--- src/rtl/pellet_score_ctrl.sv ---
// pellet_score_ctrl
// Sits between the pellet placer and the renderer / score display.
// It requests a pellet position from the placer through its go/done
// handshake and holds that position. It checks Pac-Man's tile against
// the held position on every game tick. On a hit it adds to a 3-digit
// BCD score, pulses eaten and asks the placer for the next position.
//
// Ports:
//   clock        system clock, all state changes on the rising edge
//   reset        asynchronous, active-high reset
//   restart      synchronous: clear the score and re-place the pellet
//   tick         one-cycle game-logic step strobe
//   pac_x/pac_y  Pac-Man tile column / row
//   pellet_x/y   position offered by the placer
//   place_done   placer done pulse
//   place_go     placer go request (one-cycle pulse)
//   place_enable placer enable, high while a placement is in flight
//   pellet_x_q/y latched pellet position
//   pellet_valid latched position is live and drawable
//   eaten        one-cycle pulse when the pellet is consumed
//   score_bcd    score as hundreds/tens/ones BCD digits
//   busy         high in every state except ARMED

module pellet_score_ctrl #(
   parameter int SCORE_INC = 1,
   parameter int TIMEOUT   = 1023
) (
   input  logic        clock,
   input  logic        reset,
   input  logic        restart,
   input  logic        tick,
   input  logic [7:0]  pac_x,
   input  logic [6:0]  pac_y,
   input  logic [7:0]  pellet_x,
   input  logic [6:0]  pellet_y,
   input  logic        place_done,
   output logic        place_go,
   output logic        place_enable,
   output logic [7:0]  pellet_x_q,
   output logic [6:0]  pellet_y_q,
   output logic        pellet_valid,
   output logic        eaten,
   output logic [11:0] score_bcd,
   output logic        busy
);

   localparam logic [9:0] TIMEOUT_CNT = 10'(TIMEOUT);
   localparam logic [4:0] INC_DIGIT   = 5'(SCORE_INC);

   typedef enum logic [2:0] {
      INIT,
      PLACE_REQ,
      PLACE_WAIT,
      ARMED,
      EATEN
   } ctrlState_t;

   ctrlState_t  state;
   logic [9:0]  waitCount;
   logic [11:0] scoreNext;
   logic [4:0]  onesSum, tensSum, hundSum;
   logic        onesCarry, tensCarry, hundCarry;
   logic [3:0]  onesDigit, tensDigit, hundDigit;
   logic        pacOnPellet;

   // Next score after one pellet. The increment goes into the ones digit
   // and each digit that passes 9 wraps and carries upward. A carry out of
   // the hundreds digit means the score would pass 999, so it pins at 999.
   always_comb begin
      onesSum   = {1'b0, score_bcd[3:0]} + INC_DIGIT;
      onesCarry = (onesSum > 5'd9);
      onesDigit = onesCarry ? 4'(onesSum - 5'd10) : onesSum[3:0];

      tensSum   = {1'b0, score_bcd[7:4]} + {4'd0, onesCarry};
      tensCarry = (tensSum > 5'd9);
      tensDigit = tensCarry ? 4'(tensSum - 5'd10) : tensSum[3:0];

      hundSum   = {1'b0, score_bcd[11:8]} + {4'd0, tensCarry};
      hundCarry = (hundSum > 5'd9);
      hundDigit = hundCarry ? 4'(hundSum - 5'd10) : hundSum[3:0];

      scoreNext = hundCarry ? 12'h999 : {hundDigit, tensDigit, onesDigit};
   end

   // Pac-Man sits on the held pellet tile.
   assign pacOnPellet = (pac_x == pellet_x_q) && (pac_y == pellet_y_q);

   // The only state in which the controller waits for gameplay.
   assign busy = (state != ARMED);

   // Main controller. Outputs are registered together with the state so
   // they always match the state being entered. restart wins over every
   // other synchronous event, so a done pulse or a matching tick that
   // lands on the same edge is dropped. go and eaten are pulses: they
   // default low and are raised only on the edge entering their state.
   always_ff @(posedge clock or posedge reset) begin
      if (reset) begin
         state        <= INIT;
         waitCount    <= '0;
         score_bcd    <= '0;
         pellet_x_q   <= '0;
         pellet_y_q   <= '0;
         place_go     <= 1'b0;
         place_enable <= 1'b0;
         pellet_valid <= 1'b0;
         eaten        <= 1'b0;
      end else if (restart) begin
         state        <= INIT;
         waitCount    <= '0;
         score_bcd    <= '0;
         place_go     <= 1'b0;
         place_enable <= 1'b0;
         pellet_valid <= 1'b0;
         eaten        <= 1'b0;
      end else begin
         place_go <= 1'b0;
         eaten    <= 1'b0;
         case (state)
            INIT: begin
               state        <= PLACE_REQ;
               place_go     <= 1'b1;
               place_enable <= 1'b1;
               pellet_valid <= 1'b0;
            end
            PLACE_REQ: begin
               state        <= PLACE_WAIT;
               waitCount    <= '0;
               place_enable <= 1'b1;
            end
            PLACE_WAIT: begin
               if (place_done) begin
                  state        <= ARMED;
                  pellet_x_q   <= pellet_x;
                  pellet_y_q   <= pellet_y;
                  place_enable <= 1'b0;
                  pellet_valid <= 1'b1;
               end else if (waitCount == TIMEOUT_CNT) begin
                  state        <= PLACE_REQ;
                  place_go     <= 1'b1;
                  place_enable <= 1'b1;
               end else begin
                  waitCount <= waitCount + 10'd1;
               end
            end
            ARMED: begin
               if (tick && pacOnPellet) begin
                  state        <= EATEN;
                  score_bcd    <= scoreNext;
                  pellet_valid <= 1'b0;
                  eaten        <= 1'b1;
               end
            end
            EATEN: begin
               state        <= PLACE_REQ;
               place_go     <= 1'b1;
               place_enable <= 1'b1;
            end
            default: begin
               state        <= INIT;
               place_enable <= 1'b0;
               pellet_valid <= 1'b0;
            end
         endcase
      end
   end

endmodule
--- config.mk ---
export PLATFORM = sky130hd
export DESIGN_NAME = pellet_score_ctrl
export DESIGN_NICKNAME = d
export VERILOG_FILES = /design/src/rtl/pellet_score_ctrl.sv
export SDC_FILE = /design/constraint.sdc
export NUM_CORES = 1
export LEC_CHECK = 0
export CORE_UTILIZATION = 50
export CTS_CLUSTER_DIAMETER = 80
export CTS_CLUSTER_SIZE = 8
export DETAILED_ROUTE_END_ITERATION = 6
export DONT_BUFFER_PORTS = 1
export HOLD_SLACK_MARGIN = 0.05
export PLACE_DENSITY = 0.77
export SLEW_MARGIN = 20
export SYNTH_ARGS = -nofsm -noshare
export SYNTH_HDL_FRONTEND = slang
export SYNTH_SLANG_ARGS = --single-unit
--- constraint.sdc ---
create_clock -name clock -period 3.83 [get_ports clock]
set_input_delay 0.5745 -clock clock [delete_from_list [all_inputs] [get_ports clock]]
set_output_delay 0.5745 -clock clock [all_outputs]
set_load 0.01 [all_outputs]
After elaboration in Yosys (flattened, before gate mapping)
Index checks and enable logic that the tools add are counted.
{"block": "word_totals", "ff_bits": 44, "word_cells": 79, "in_bits": 35, "output_inout_bits": 32}
{"block": "classes", "magnitude_cmp": 3, "reduce_logical": 15, "n_addsub": 6, "eq_ne": 15, "muxes": 30, "bitwise_logic": 1}
{"operator": "2-to-1 mux 12 bit", "count": 4}
{"operator": "2-to-1 mux 10 bit", "count": 3}
{"operator": "one-hot mux 10 bit (2 select lines)", "count": 1}
{"operator": "> comparator 5 x 4 -> 1 bit, second input constant", "count": 3}
{"operator": "2-to-1 mux 1 bit", "count": 12}
{"operator": "2-to-1 mux 3 bit", "count": 4}
{"operator": "inequality test 3 bit, second input constant", "count": 4}
{"operator": "one-hot mux 3 bit (4 select lines)", "count": 1}
{"operator": "adder 10 x 1 -> 10 bit, second input constant", "count": 1}
{"operator": "adder 4 x 1 -> 5 bit", "count": 2}
{"operator": "equality test 10 bit, second input constant", "count": 1}
{"operator": "AND reduction 3 bit", "count": 3}
{"operator": "equality test 8 bit", "count": 1}
{"operator": "2-to-1 mux 4 bit", "count": 2}
{"operator": "subtractor 4 bit, second input constant", "count": 2}
{"operator": "equality test 7 bit", "count": 1}
{"operator": "equality test 3 x 2 -> 1 bit, second input constant", "count": 2}
{"operator": "one-hot mux 1 bit (3 select lines)", "count": 2}
{"operator": "AND reduction 2 bit", "count": 3}
{"operator": "adder 4 x 1 -> 5 bit, second input constant", "count": 1}
{"operator": "inequality test 4 bit, second input constant", "count": 1}
{"operator": "nonzero test 2 bit", "count": 2}
{"operator": "OR reduction 2 bit", "count": 2}
{"operator": "equality test 3 x 1 -> 1 bit, second input constant", "count": 1}
{"operator": "10 further kinds", "count": 11}

Depth between registers and ports, before layout
Gate-level depths: netlist of the first run.
{"block": "logic_depth", "ltp_word": 10, "mapped_depth": 22, "ltp_nobuf": 21}

Worst setup path after synthesis of the first run
OpenSTA, ideal clock, no wires.
{"block": "synth_path", "kind": "register to register", "from": "reg score_bcd[0]", "to": "reg score_bcd[7]", "n_path_buf": 1, "stages_incl_launch_ff": 21, "setup_slack_ns": -0.402, "arrival_ns": 4.133, "cell_sequence": "dfrtp_1 > inv_1 > ha_1 > inv_1 > ha_1 > nand2b_1 > a21oi_1 > nor3_1 > nor4_4 > ha_1 > ha_1 > nand2b_1 > a31oi_1 > nor3_2 > ha_1 > ha_1 > o211ai_1 > a222oi_1 > clkbuf_1 > a31oi_1 > a311oi_1"}
{"block": "synth_via", "elab_chain_cells": 10}
{"item": "start, declared", "line_no": "43", "source": "output logic [11:0] score_bcd,"}
{"item": "start signal, assigned", "line_no": "148", "source": "score_bcd <= scoreNext;"}
{"item": "adder 4 x 1 -> 5 bit (*)", "line_no": "70", "source": "onesSum = {1'b0, score_bcd[3:0]} + INC_DIGIT;"}
{"item": "> comparator 5 x 4 -> 1 bit (*)", "line_no": "71", "source": "onesCarry = (onesSum > 5'd9);"}
{"item": "adder 4 x 1 -> 5 bit (*)", "line_no": "74", "source": "tensSum = {1'b0, score_bcd[7:4]} + {4'd0, onesCarry};"}
{"item": "> comparator 5 x 4 -> 1 bit", "line_no": "75", "source": "tensCarry = (tensSum > 5'd9);"}
{"item": "adder 4 x 1 -> 5 bit", "line_no": "78", "source": "hundSum = {1'b0, score_bcd[11:8]} + {4'd0, tensCarry};"}
{"item": "> comparator 5 x 4 -> 1 bit", "line_no": "79", "source": "hundCarry = (hundSum > 5'd9);"}
{"item": "2-to-1 mux 12 bit (*)", "line_no": "82", "source": "scoreNext = hundCarry ? 12'h999 : {hundDigit, tensDigit, onesDigit};"}
{"item": "2-to-1 mux 12 bit (*)", "line_no": "146", "source": "if (tick && pacOnPellet) begin"}
{"item": "2-to-1 mux 12 bit (*)", "line_no": "118", "source": "case (state)"}
{"item": "2-to-1 mux 12 bit (*)", "line_no": "107", "source": "end else if (restart) begin"}
Every way passes the cells marked *; elsewhere a longest branch is shown, timed or not. The select of a mux whose other input is x is not followed.
A chain may end at the register's enable or synchronous reset.

Final worst setup path of the first run
{"block": "layout_path", "from": "reg score_bcd[0]", "to": "reg score_bcd[5]"}
Same word-level chain as after synthesis.

==> results of run 1 <==
## logic make-up after synthesis
kind of cell	count (synthesis)
multiplexers	19
adder cells (fa/ha/maj)	8
XOR/XNOR	27
buffers and inverters	23
flip-flops	44
AO/OA/AOI/OAI	43
AND/OR/NAND/NOR	102
## through the flow
| step | TNS (ns) | setup WS (ns) | hold WS (ns) | util (%) | power, W |
|---|---|---|---|---|---|
| floorplan | -0.174 | -0.0486 | 0.468 | - | 0.000744 |
| global placement | -0.0929 | -0.0506 | 0.497 | 59.6 | 0.000767 |
| detailed placement | -0.731 | -0.117 | 0.504 | 59.6 | 0.000777 |
| CTS | -0.238 | -0.0505 | 0.293 | 62.6 | 0.00108 |
| global route | -2.79 | -0.346 | 0.315 | 64.1 | 0.00112 |
| finish | -0.513 | -0.120 | 0.280 | 64.1 | 0.00107 |
## worst reg2reg max path, cell delays in order, from the launching register on
cell	delay [ns]
dfrtp_2	0.44
inv_2	0.06
ha_4	0.28
inv_4	0.04
ha_4	0.14
nand2b_1	0.07
a21oi_2	0.06
buf_4	0.14
nor3_4	0.17
nor4_4	0.06
ha_2	0.21
ha_4	0.28
nand2b_4	0.13
a31oi_4	0.08
nor3_2	0.20
ha_2	0.25
ha_4	0.22
o211ai_1	0.15
a222oi_1	0.10
buf_4	0.16
buf_6	0.12
or3_4	0.37
a21oi_2	0.15
## power groups by stage
stage,Clock [W],Combinational (W),Sequential (W)
4_1_cts,0.000316,0.000159,0.000609
2_1_floorplan,0,0.000146,0.000598
3_3_place_gp,0,0.000152,0.000615
5_1_grt,0.000331,0.000176,0.000616
6_report,0.000308,0.000157,0.000608
3_5_place_dp,0,0.000159,0.000618
## layout by cell type, fill, tap and decap left out, types with 2 or more instances in the layout
master	count
a211oi_1	4
nand3b_1	4
dfrtp_2	2
nor3_1	6
nand2b_1	3
buf_4	25
nand2_1	20
and2_1	4
nand4_1	10
a21oi_1	8
nor4_4	2
o211ai_1	2
nand3_1	4
inv_6	2
o21a_1	2
a311oi_1	2
o21ai_0	7
mux2i_1	4
mux2_2	14
inv_1	9
clkbuf_8	5
nor4_2	2
o21ai_1	3
ha_2	2
buf_6	2
nor2_1	29
a31oi_1	3
xor2_1	6
inv_2	2
or3_1	2
xnor2_1	20
ha_4	5
a21oi_2	3
dfrtp_1	42
nor3_2	2
## registers in the layout, summed over array words and instances, names as in the netlist
signal	count
score_bcd	12
waitCount	10
pellet_x_q	8
pellet_y_q	7
state	3
eaten	1
pellet_valid	1
place_enable	1
place_go	1
## layer usage
layer  global-route usage [%]  part of all wire (%)  up-vias
li1                         -                     -      993
met1                     28.2                    42     1034
met2                     36.5                    50       73
met3                     7.05                   6.6        7
met4                     5.34                  0.98        0
met5                        0                     0        -
## cell type report
cell class	instances	area share (%)
repair buffers	27	6.77
clock buffers	5	2.22
flip-flops and latches	44	35.5
multi-input cells	199	50.3
clock inverters	3	0.805
well taps	67	2.70
inverters	13	1.65
## repair_timing
item | 4_1_cts | 5_1_grt
gates resized for setup | 4 | 11
pin swaps | 3 | 1
gates cloned | 0 | 1
buffers inserted | 3 | 2
endpoints found under the setup margin | 11 | 11
## worst max-delay path by stage
stage,startpoint,end,cells after the start
6_report,score_bcd[0],score_bcd[5],22
5_1_grt,score_bcd[0],score_bcd[5],22
4_1_cts,score_bcd[0],score_bcd[0],19
3_5_place_dp,score_bcd[0],score_bcd[1],19
3_3_place_gp,score_bcd[0],score_bcd[1],19
2_1_floorplan,score_bcd[0],score_bcd[2],20
==> flow_metrics.py, run 1 <==
metrics = {
    "status": {
        "status": "complete, but fails checks",
        "violations": "negative setup slack",
    },
    "clock_tree": {
        "cts_tree": "built",
        "cts.hold.buffers_added": 0,
        "clk_pin_slew_ns": 0.09,
        "htreeDepth": 2,
        "numCtsBuffers": 5,
        "cts-root-buf": "clkbuf_8",
        "clk_path_buf_depth": 2,
        "clkSinkCount": 44,
        "insertion_delay_ns": 0.30,
    },
    "power": {
        "p_int_w": 0.000740,
        "max-vdd-ir-drop_v": 0.000274,
        "clockPowerShare_pct": 28.7,
        "power.density_mw_per_mm2": 345,
        "swShare_pct": 31.0,
        "share_comb_of_total_power_pct": 14.6,
        "p_sw_w": 0.000333,
        "seqPwrFrac_pct": 56.7,
        "leakagePower_nw": 1.28,
    },
    "die": {
        "initial_core_util_pct": 53.7,
        "core_sq_mm": 0.00485,
        "die_y_um": 74.1,
        "io_pins": 67,
        "rows": 25,
        "dieArea_sq_mm": 0.00550,
        "die_x_um": 74.1,
    },
    "logic_synthesis": {
        "synth_top_family_by_area": "simple AND/OR/NAND/NOR gates",
        "yosys.area_share.simple_pct": 21.6,
        "synth_largest_area_cell": "dfrtp_1",
        "synthFlopType": "dfrtp_1",
        "syn_area_sq_mm": 0.00260,
        "ys_warn_count": 0,
        "syn_area_per_cell_sq_um": 9.78,
        "synth.net_count": 309,
        "yosysMostFrequentCell": "dfrtp_1",
        "synthAdderAreaFrac_pct": 3.85,
        "ys_async_sr_fraction_pct": 100,
        "muxShareOfSynthArea_pct": 8.03,
        "yosys.area.top_type_share_pct": 42.3,
        "synthDistinctLibCells": 50,
        "synthXorXnorAreaFrac_pct": 9.09,
        "netlist_instances": 266,
        "synth_edf_count": 0,
        "netlist_top_cells_count": "dfrtp_1 (44), nor2_1 (30), xnor2_1 (21)",
        "synth-compound-area-share_pct": 11.2,
        "yosysSeqAreaShare_pct": 42.3,
        "yosys_register_bits": 44,
        "synthTopCellsByArea": "dfrtp_1 (42%), xnor2_1 (7.1%), mux2_2 (6.1%)",
    },
    "setup_path": {
        "critPathMaxFanout": 5,
        "ff2ff_path_depth": 22,
        "path_buf_inv": 5,
        "critPathArrivalTime_ns": 4.19,
        "worst_setup_path_start_kind": "register",
        "cp_common_cell": "ha_4",
        "r2r_start": "score_bcd[0]",
        "rrSetupSlack_ns": -0.12,
        "cp_slowest_stage_delay_ns": 0.44,
        "critPathTopFamily": "adder cells",
        "cp.required_ns": 4.07,
        "r2r_end": "score_bcd[5]",
        "crit_path_end_kind": "register",
        "path_cells": "inv_2, ha_4, inv_4, ha_4, nand2b_1, a21oi_2, buf_4, nor3_4, nor4_4, ha_2, ha_4, nand2b_4, a31oi_4, nor3_2, ha_2, ha_4, o211ai_1, a222oi_1, buf_4, buf_6, or3_4, a21oi_2",
        "critPathKind": "reg -> reg",
        "slowest_stage": "dfrtp_2",
    },
    "drt": {
        "wl_per_cell_um": 16.3,
        "first_pass_iters": 4,
        "avgViaCountPerCell": 5.89,
        "drtIter0Drc": 98,
        "ant_nets": 0,
        "wl_mm": 5.83,
        "vias": 2107,
        "drcViolationCount": 0,
    },
    "place": {
        "portBuffers": 0,
        "gp_congestion": 0.800,
        "place_area_sq_mm": 0.00289,
        "post-dp-hpwl_mm": 4.12,
        "dp.cells": 344,
    },
    "timing": {
        "hold_viol_final": 0,
        "fmax_mhz": 253,
        "min_period_ns": 3.95,
        "slew_headroom_pct": 58.4,
        "worst_slew_pin_slew_ns": 0.622,
        "fin_worst_skew_ns": 0.00766,
        "maxSlewViolCount": 0,
        "finalCritPeriodShare_pct": 103,
        "final.setup.worst_slack_ns": -0.120,
        "setup_violations": 8,
        "rsz0062_at_grt": "true",
    },
    "min_path": {
        "min_path_type": "in -> async",
    },
    "global_route": {
        "overflow": 0,
        "grt_max_degree": 45,
        "antenna_found_initial": 0,
        "grt.total_usage_pct": 22.1,
        "first_global_vias": 1987,
        "grt_pass1_wl_mm": 9.28,
    },
    "layout": {
        "nets": 333,
        "seqCellArea_sq_mm": 0.00110,
        "fillers": 370,
        "drive_gt1_share_pct": 27.8,
        "n_antenna_cell": 0,
        "syn_to_final_growth_pct": 19.4,
        "multi_input_area_sq_mm": 0.00156,
        "final_cell_count_no_fill": 358,
        "fin_area_sq_mm": 0.00311,
    },
    "job": {
        "cap_violations": 0,
    },
}
Note: power is estimated with default switching activity, not from simulation.
==> inputs of run 2 (changes only) <==
PLACE_DENSITY = 0.7   (was 0.77)
==> flow_metrics.py, run 2 (synthesized netlist as in run 1, its figures left out) <==
metrics = {
    "die": {
        "die_x_um": 74.1,
        "rows": 25,
        "io_pins": 67,
        "die_y_um": 74.1,
        "initial_core_util_pct": 53.7,
        "dieArea_sq_mm": 0.00550,
        "core_sq_mm": 0.00485,
    },
    "layout": {
        "seqCellArea_sq_mm": 0.00110,
        "n_antenna_cell": 0,
        "syn_to_final_growth_pct": 18.7,
        "regMostFlops": "score_bcd",
        "layout_common_cells": "dfrtp_1 (42), nor2_1 (30), buf_4 (23), nand2_1 (20), xnor2_1 (20)",
        "final_common_cell": "dfrtp_1",
        "largest_register_ffs": 12,
        "fin_area_sq_mm": 0.00309,
        "fillers": 395,
        "final_core_util_pct": 63.7,
        "nets": 330,
        "multi_input_area_sq_mm": 0.00155,
        "largestRegisters": "score_bcd x12, waitCount x10, pellet_x_q x8",
        "drive_gt1_share_pct": 26.0,
    },
    "setup_path": {
        "critPathArrivalTime_ns": 4.21,
        "path_cells": "ha_4, xnor2_4, ha_4, nand2b_1, a21oi_2, nor3b_2, nor4_4, ha_2, ha_4, nand2b_4, a31oi_4, nor3_2, ha_2, ha_4, o211ai_1, a222oi_1, buf_4, buf_6, nor4_1, mux2i_1, nor2_1",
        "critPathKind": "reg -> reg",
        "critPathMaxFanout": 5,
        "crit_path_end_kind": "register",
        "cp_slowest_stage_delay_ns": 0.46,
        "worst_setup_path_start_kind": "register",
        "slowest_stage": "dfrtp_2",
        "r2r_start": "score_bcd[0]",
        "setup.worst_path.end": "score_bcd[2]",
        "ff2ff_path_depth": 21,
        "cp.required_ns": 4.06,
        "r2r_end": "score_bcd[2]",
        "cp-startpoint": "score_bcd[0]",
        "rrSetupSlack_ns": -0.15,
        "cp_common_cell": "ha_4",
    },
    "clock_tree": {
        "cts.hold.buffers_added": 0,
        "clk_pin_slew_ns": 0.09,
        "numCtsBuffers": 5,
        "htreeDepth": 2,
        "cts-root-buf": "clkbuf_8",
        "insertion_delay_ns": 0.30,
        "clk_path_buf_depth": 2,
        "cts_tree": "built",
        "clkSinkCount": 44,
    },
    "timing": {
        "fin_hold_ws_ns": 0.287,
        "hold_viol_final": 0,
        "setup_violations": 11,
        "maxSlewViolCount": 0,
        "rsz0062_at_grt": "true",
        "final.setup.worst_slack_ns": -0.153,
        "fin_setup_tns_ns": -0.737,
        "slew_headroom_pct": 57.0,
        "min_period_ns": 3.98,
        "worst_slew_pin_slew_ns": 0.643,
        "finalCritPeriodShare_pct": 104,
        "fin_worst_skew_ns": 0.00897,
        "fmax_mhz": 251,
    },
    "drt": {
        "ant_nets": 0,
        "met3WireLength_um": 371,
        "wl_met1_mm": 2.48,
        "drcViolationCount": 0,
        "vias": 2029,
        "wl_per_cell_um": 16.1,
        "avgViaCountPerCell": 5.72,
        "met2WireLength_mm": 2.79,
        "highest_layer": "met4",
        "drtIter0Drc": 135,
        "wl_mm": 5.71,
        "first_pass_iters": 4,
    },
    "min_path": {
        "min_path_type": "in -> async",
    },
    "power": {
        "clockPowerShare_pct": 32.5,
        "share_comb_of_total_power_pct": 13.9,
        "power.density_mw_per_mm2": 367,
        "leakagePower_nw": 1.27,
        "p_int_w": 0.000804,
        "max-vdd-ir-drop_v": 0.000313,
        "seqPwrFrac_pct": 53.5,
        "swShare_pct": 29.1,
        "p_sw_w": 0.000330,
    },
    "global_route": {
        "antenna_found_initial": 0,
        "grt_pass1_wl_mm": 9.34,
        "first_global_vias": 1963,
        "grt.total_usage_pct": 22.5,
        "overflow": 0,
        "grt_max_degree": 45,
    },
    "place": {
        "portBuffers": 0,
        "place_area_sq_mm": 0.00288,
        "dp_slack_ns": -0.108,
        "gp_congestion": 0.807,
        "post-dp-hpwl_mm": 4.13,
    },
    "job": {
        "cap_violations": 0,
    },
    "status": {
        "status": "complete, but fails checks",
        "violations": "negative setup slack",
    },
}
==> run 2: final cells by class <==
type / instances / share of cell area, %
multi-input cells: 199 / 50.2
flip-flops and latches: 44 / 35.7
repair buffers: 24 / 5.96
well taps: 67 / 2.71
clock buffers: 5 / 2.23
inverters: 13 / 1.66
clock inverters: 3 / 1.50
==> run 2: metrics by stage <==
| step | instances | total power, W |
|---|---|---|
| floorplan | 266 | 0.000744 |
| CTS | 351 | 0.00115 |
| global route | 355 | 0.00119 |
| finish | 355 | 0.00113 |
| global placement | 343 | 0.000766 |
| detailed placement | 343 | 0.000777 |
==> run 2: worst min path at each step <==
stage,start,cells after the start,end
2_1_floorplan,waitCount[9],1,waitCount[9]
3_3_place_gp,waitCount[9],1,waitCount[9]
3_5_place_dp,waitCount[9],1,waitCount[9]
4_1_cts,reset,2,pellet_y_q[2]
5_1_grt,restart,1,score_bcd[5]
6_report,reset,2,pellet_y_q[2]
==> run 2: repair_timing <==
action / 4_1_cts / 5_1_grt
cloned: 0 / 1
resized for setup: 3 / 6
pin swaps: 3 / 3
endpoints found under the setup margin: 11 / 11
setup buffers: 0 / 3
==> run 2: critical path, delay by kind of cell (launching register included) <==
kind	cells	cell delay, ns
buffers and inverters	2	0.29
xor gates and xnor gates	1	0.15
DFF	1	0.46
AOI/OAI and AO/OA	4	0.63
adders and majority gates	6	1.24
and+or+nand+nor	7	1.05
muxes	1	0.11
==> run 2: power groups by stage <==
stage	registers (W)	clock network, W	logic [W]
2_1_floorplan	0.000598	0	0.000146
3_3_place_gp	0.000614	0	0.000153
3_5_place_dp	0.000616	0	0.000161
4_1_cts	0.000608	0.000380	0.000161
5_1_grt	0.000616	0.000396	0.000177
6_report	0.000607	0.000368	0.000158
==> run 2: per-layer routing <==
| metal | GRT usage [%] | up-vias |
|---|---|---|
| li1 | - | 988 |
| met1 | 29.0 | 964 |
| met2 | 37.0 | 71 |
| met3 | 6.37 | 6 |
| met4 | 6.84 | 0 |
| met5 | 0 | - |
==> inputs of run 3 (changes only) <==
CORE_UTILIZATION = 40   (was 50)
PLACE_DENSITY = 0.58   (was 0.7)
SKIP_CTS_REPAIR_TIMING = 1   (was unset)
==> flow_metrics.py, run 3 (synthesized netlist as in run 1, its figures left out) <==
metrics = {
    "layout": {
        "fin_area_sq_mm": 0.00304,
        "syn_to_final_growth_pct": 16.7,
        "drive_gt1_share_pct": 24.6,
        "regMostFlops": "score_bcd",
        "n_antenna_cell": 0,
        "largest_register_ffs": 12,
        "final_cell_count_no_fill": 358,
        "largestRegisters": "score_bcd x12, waitCount x10, pellet_x_q x8",
        "layout_common_cells": "dfrtp_1 (42), nor2_1 (30), nand2_1 (20), xnor2_1 (20), buf_4 (15)",
        "nets": 323,
        "final_common_cell": "dfrtp_1",
    },
    "power": {
        "power.density_mw_per_mm2": 371,
        "p_total_w": 0.00113,
        "leakagePower_nw": 1.22,
        "max-vdd-ir-drop_v": 0.000344,
    },
    "global_route": {
        "grt.total_usage_pct": 17.2,
        "grt_max_degree": 45,
        "overflow": 0,
        "grt_pass1_wl_mm": 8.86,
        "antenna_found_initial": 0,
        "first_global_vias": 1925,
    },
    "die": {
        "die_x_um": 82.6,
        "rows": 29,
        "dieArea_sq_mm": 0.00683,
        "io_pins": 67,
        "core_sq_mm": 0.00631,
        "initial_core_util_pct": 41.2,
        "die_y_um": 82.6,
    },
    "place": {
        "portBuffers": 0,
        "post-dp-hpwl_mm": 3.93,
        "dp_slack_ns": -0.0596,
        "place_area_sq_mm": 0.00284,
        "gp_congestion": 0.782,
        "dp.cells": 345,
    },
    "drt": {
        "ant_nets": 0,
        "wl_per_cell_um": 15.3,
        "wl_mm": 5.46,
        "avgViaCountPerCell": 5.51,
        "drcViolationCount": 0,
        "vias": 1971,
        "drtIter0Drc": 72,
        "first_pass_iters": 4,
    },
    "clock_tree": {
        "clk_path_buf_depth": 2,
        "cts_tree": "built",
        "numCtsBuffers": 5,
        "htreeDepth": 2,
        "insertion_delay_ns": 0.30,
        "clk_pin_slew_ns": 0.09,
        "clkSinkCount": 44,
        "cts-root-buf": "clkbuf_8",
    },
    "timing": {
        "slew_headroom_pct": 39.2,
        "setup_violations": 11,
        "fin_worst_skew_ns": 0.00533,
        "worst_slew_pin_slew_ns": 0.910,
        "hold_viol_final": 0,
        "final.setup.worst_slack_ns": -0.129,
        "maxSlewViolCount": 0,
        "min_period_ns": 3.96,
        "finalCritPeriodShare_pct": 103,
        "fmax_mhz": 253,
        "fin_hold_ws_ns": 0.322,
        "rsz0062_at_grt": "true",
    },
    "setup_path": {
        "crit_path_end_kind": "register",
        "critPathMaxFanout": 5,
        "cp_slowest_stage_delay_ns": 0.45,
        "worst_setup_path_start_kind": "register",
        "cp.required_ns": 4.06,
        "critPathKind": "reg -> reg",
        "slowest_stage": "dfrtp_2",
        "path_cells": "ha_4, xnor2_4, ha_4, nand2b_1, a21oi_2, nor3b_2, nor4_4, ha_2, ha_4, nand2b_4, a31oi_4, nor3_2, ha_2, ha_4, o211ai_1, a222oi_1, buf_4, buf_6, or3_1, a21oi_2",
        "critPathArrivalTime_ns": 4.19,
        "cp_common_cell": "ha_4",
        "rrSetupSlack_ns": -0.13,
    },
    "min_path": {
        "min_path_type": "in -> reg",
    },
    "status": {
        "violations": "negative setup slack",
        "status": "complete, but fails checks",
    },
    "job": {
        "cap_violations": 0,
    },
}
-- run 3: per-stage QoR --
step | utilization [%] | setup TNS, ns
floorplan | - | -0.174
global placement | 44.9 | 0
detailed placement | 44.9 | -0.362
CTS | 46.7 | -0.601
global route | 48.1 | -3.41
finish | 48.1 | -0.883
-- run 3: worst paths after layout --
path | to | cells past startpoint | startpoint
setup / recovery | score_bcd[5] | 20 | score_bcd[0]
hold / removal | score_bcd[5] | 1 | restart
setup reg to reg | score_bcd[5] | 20 | score_bcd[0]
hold reg to reg | waitCount[9] | 1 | waitCount[9]
max in group asynchronous | score_bcd[1] | 1 | reset
min in group asynchronous | pellet_y_q[2] | 1 | reset
-- run 3: cell type report --
class	count	area, sq um
repair buffers	17	135
fillers	614	3280
well taps	77	96.3
clock buffers	5	68.8
clock inverters	3	47.5
multi-input cells	199	1530
inverters	13	51.3
flip-flops and latches	44	1100
-- run 3: critical path, delay by kind of cell, from the launching register on --
kind	cells	cell delay [ns]
AO/OA/AOI/OAI	5	0.77
XOR/XNOR	1	0.14
adder cells (fa/ha/maj)	6	1.24
buffers and inverters	2	0.27
flip-flops	1	0.45
AND/OR/NAND/NOR	6	1.00
-- run 3: report_power, final --
part | total (W) | switching, W | internal (W)
clock network | 0.000364 | 0.000167 | 0.000196
registers | 0.000607 | 0.0000874 | 0.000519
logic | 0.000155 | 0.0000676 | 0.0000869
total | 0.00113 | 0.000322 | 0.000803
-- run 3: metal layers --
layer  global-route usage, %  part of all wire (%)
met4                    6.03                   1.9
met3                    5.16                   6.3
met5                       0                     0
met2                    26.2                    43
met1                    23.0                    49
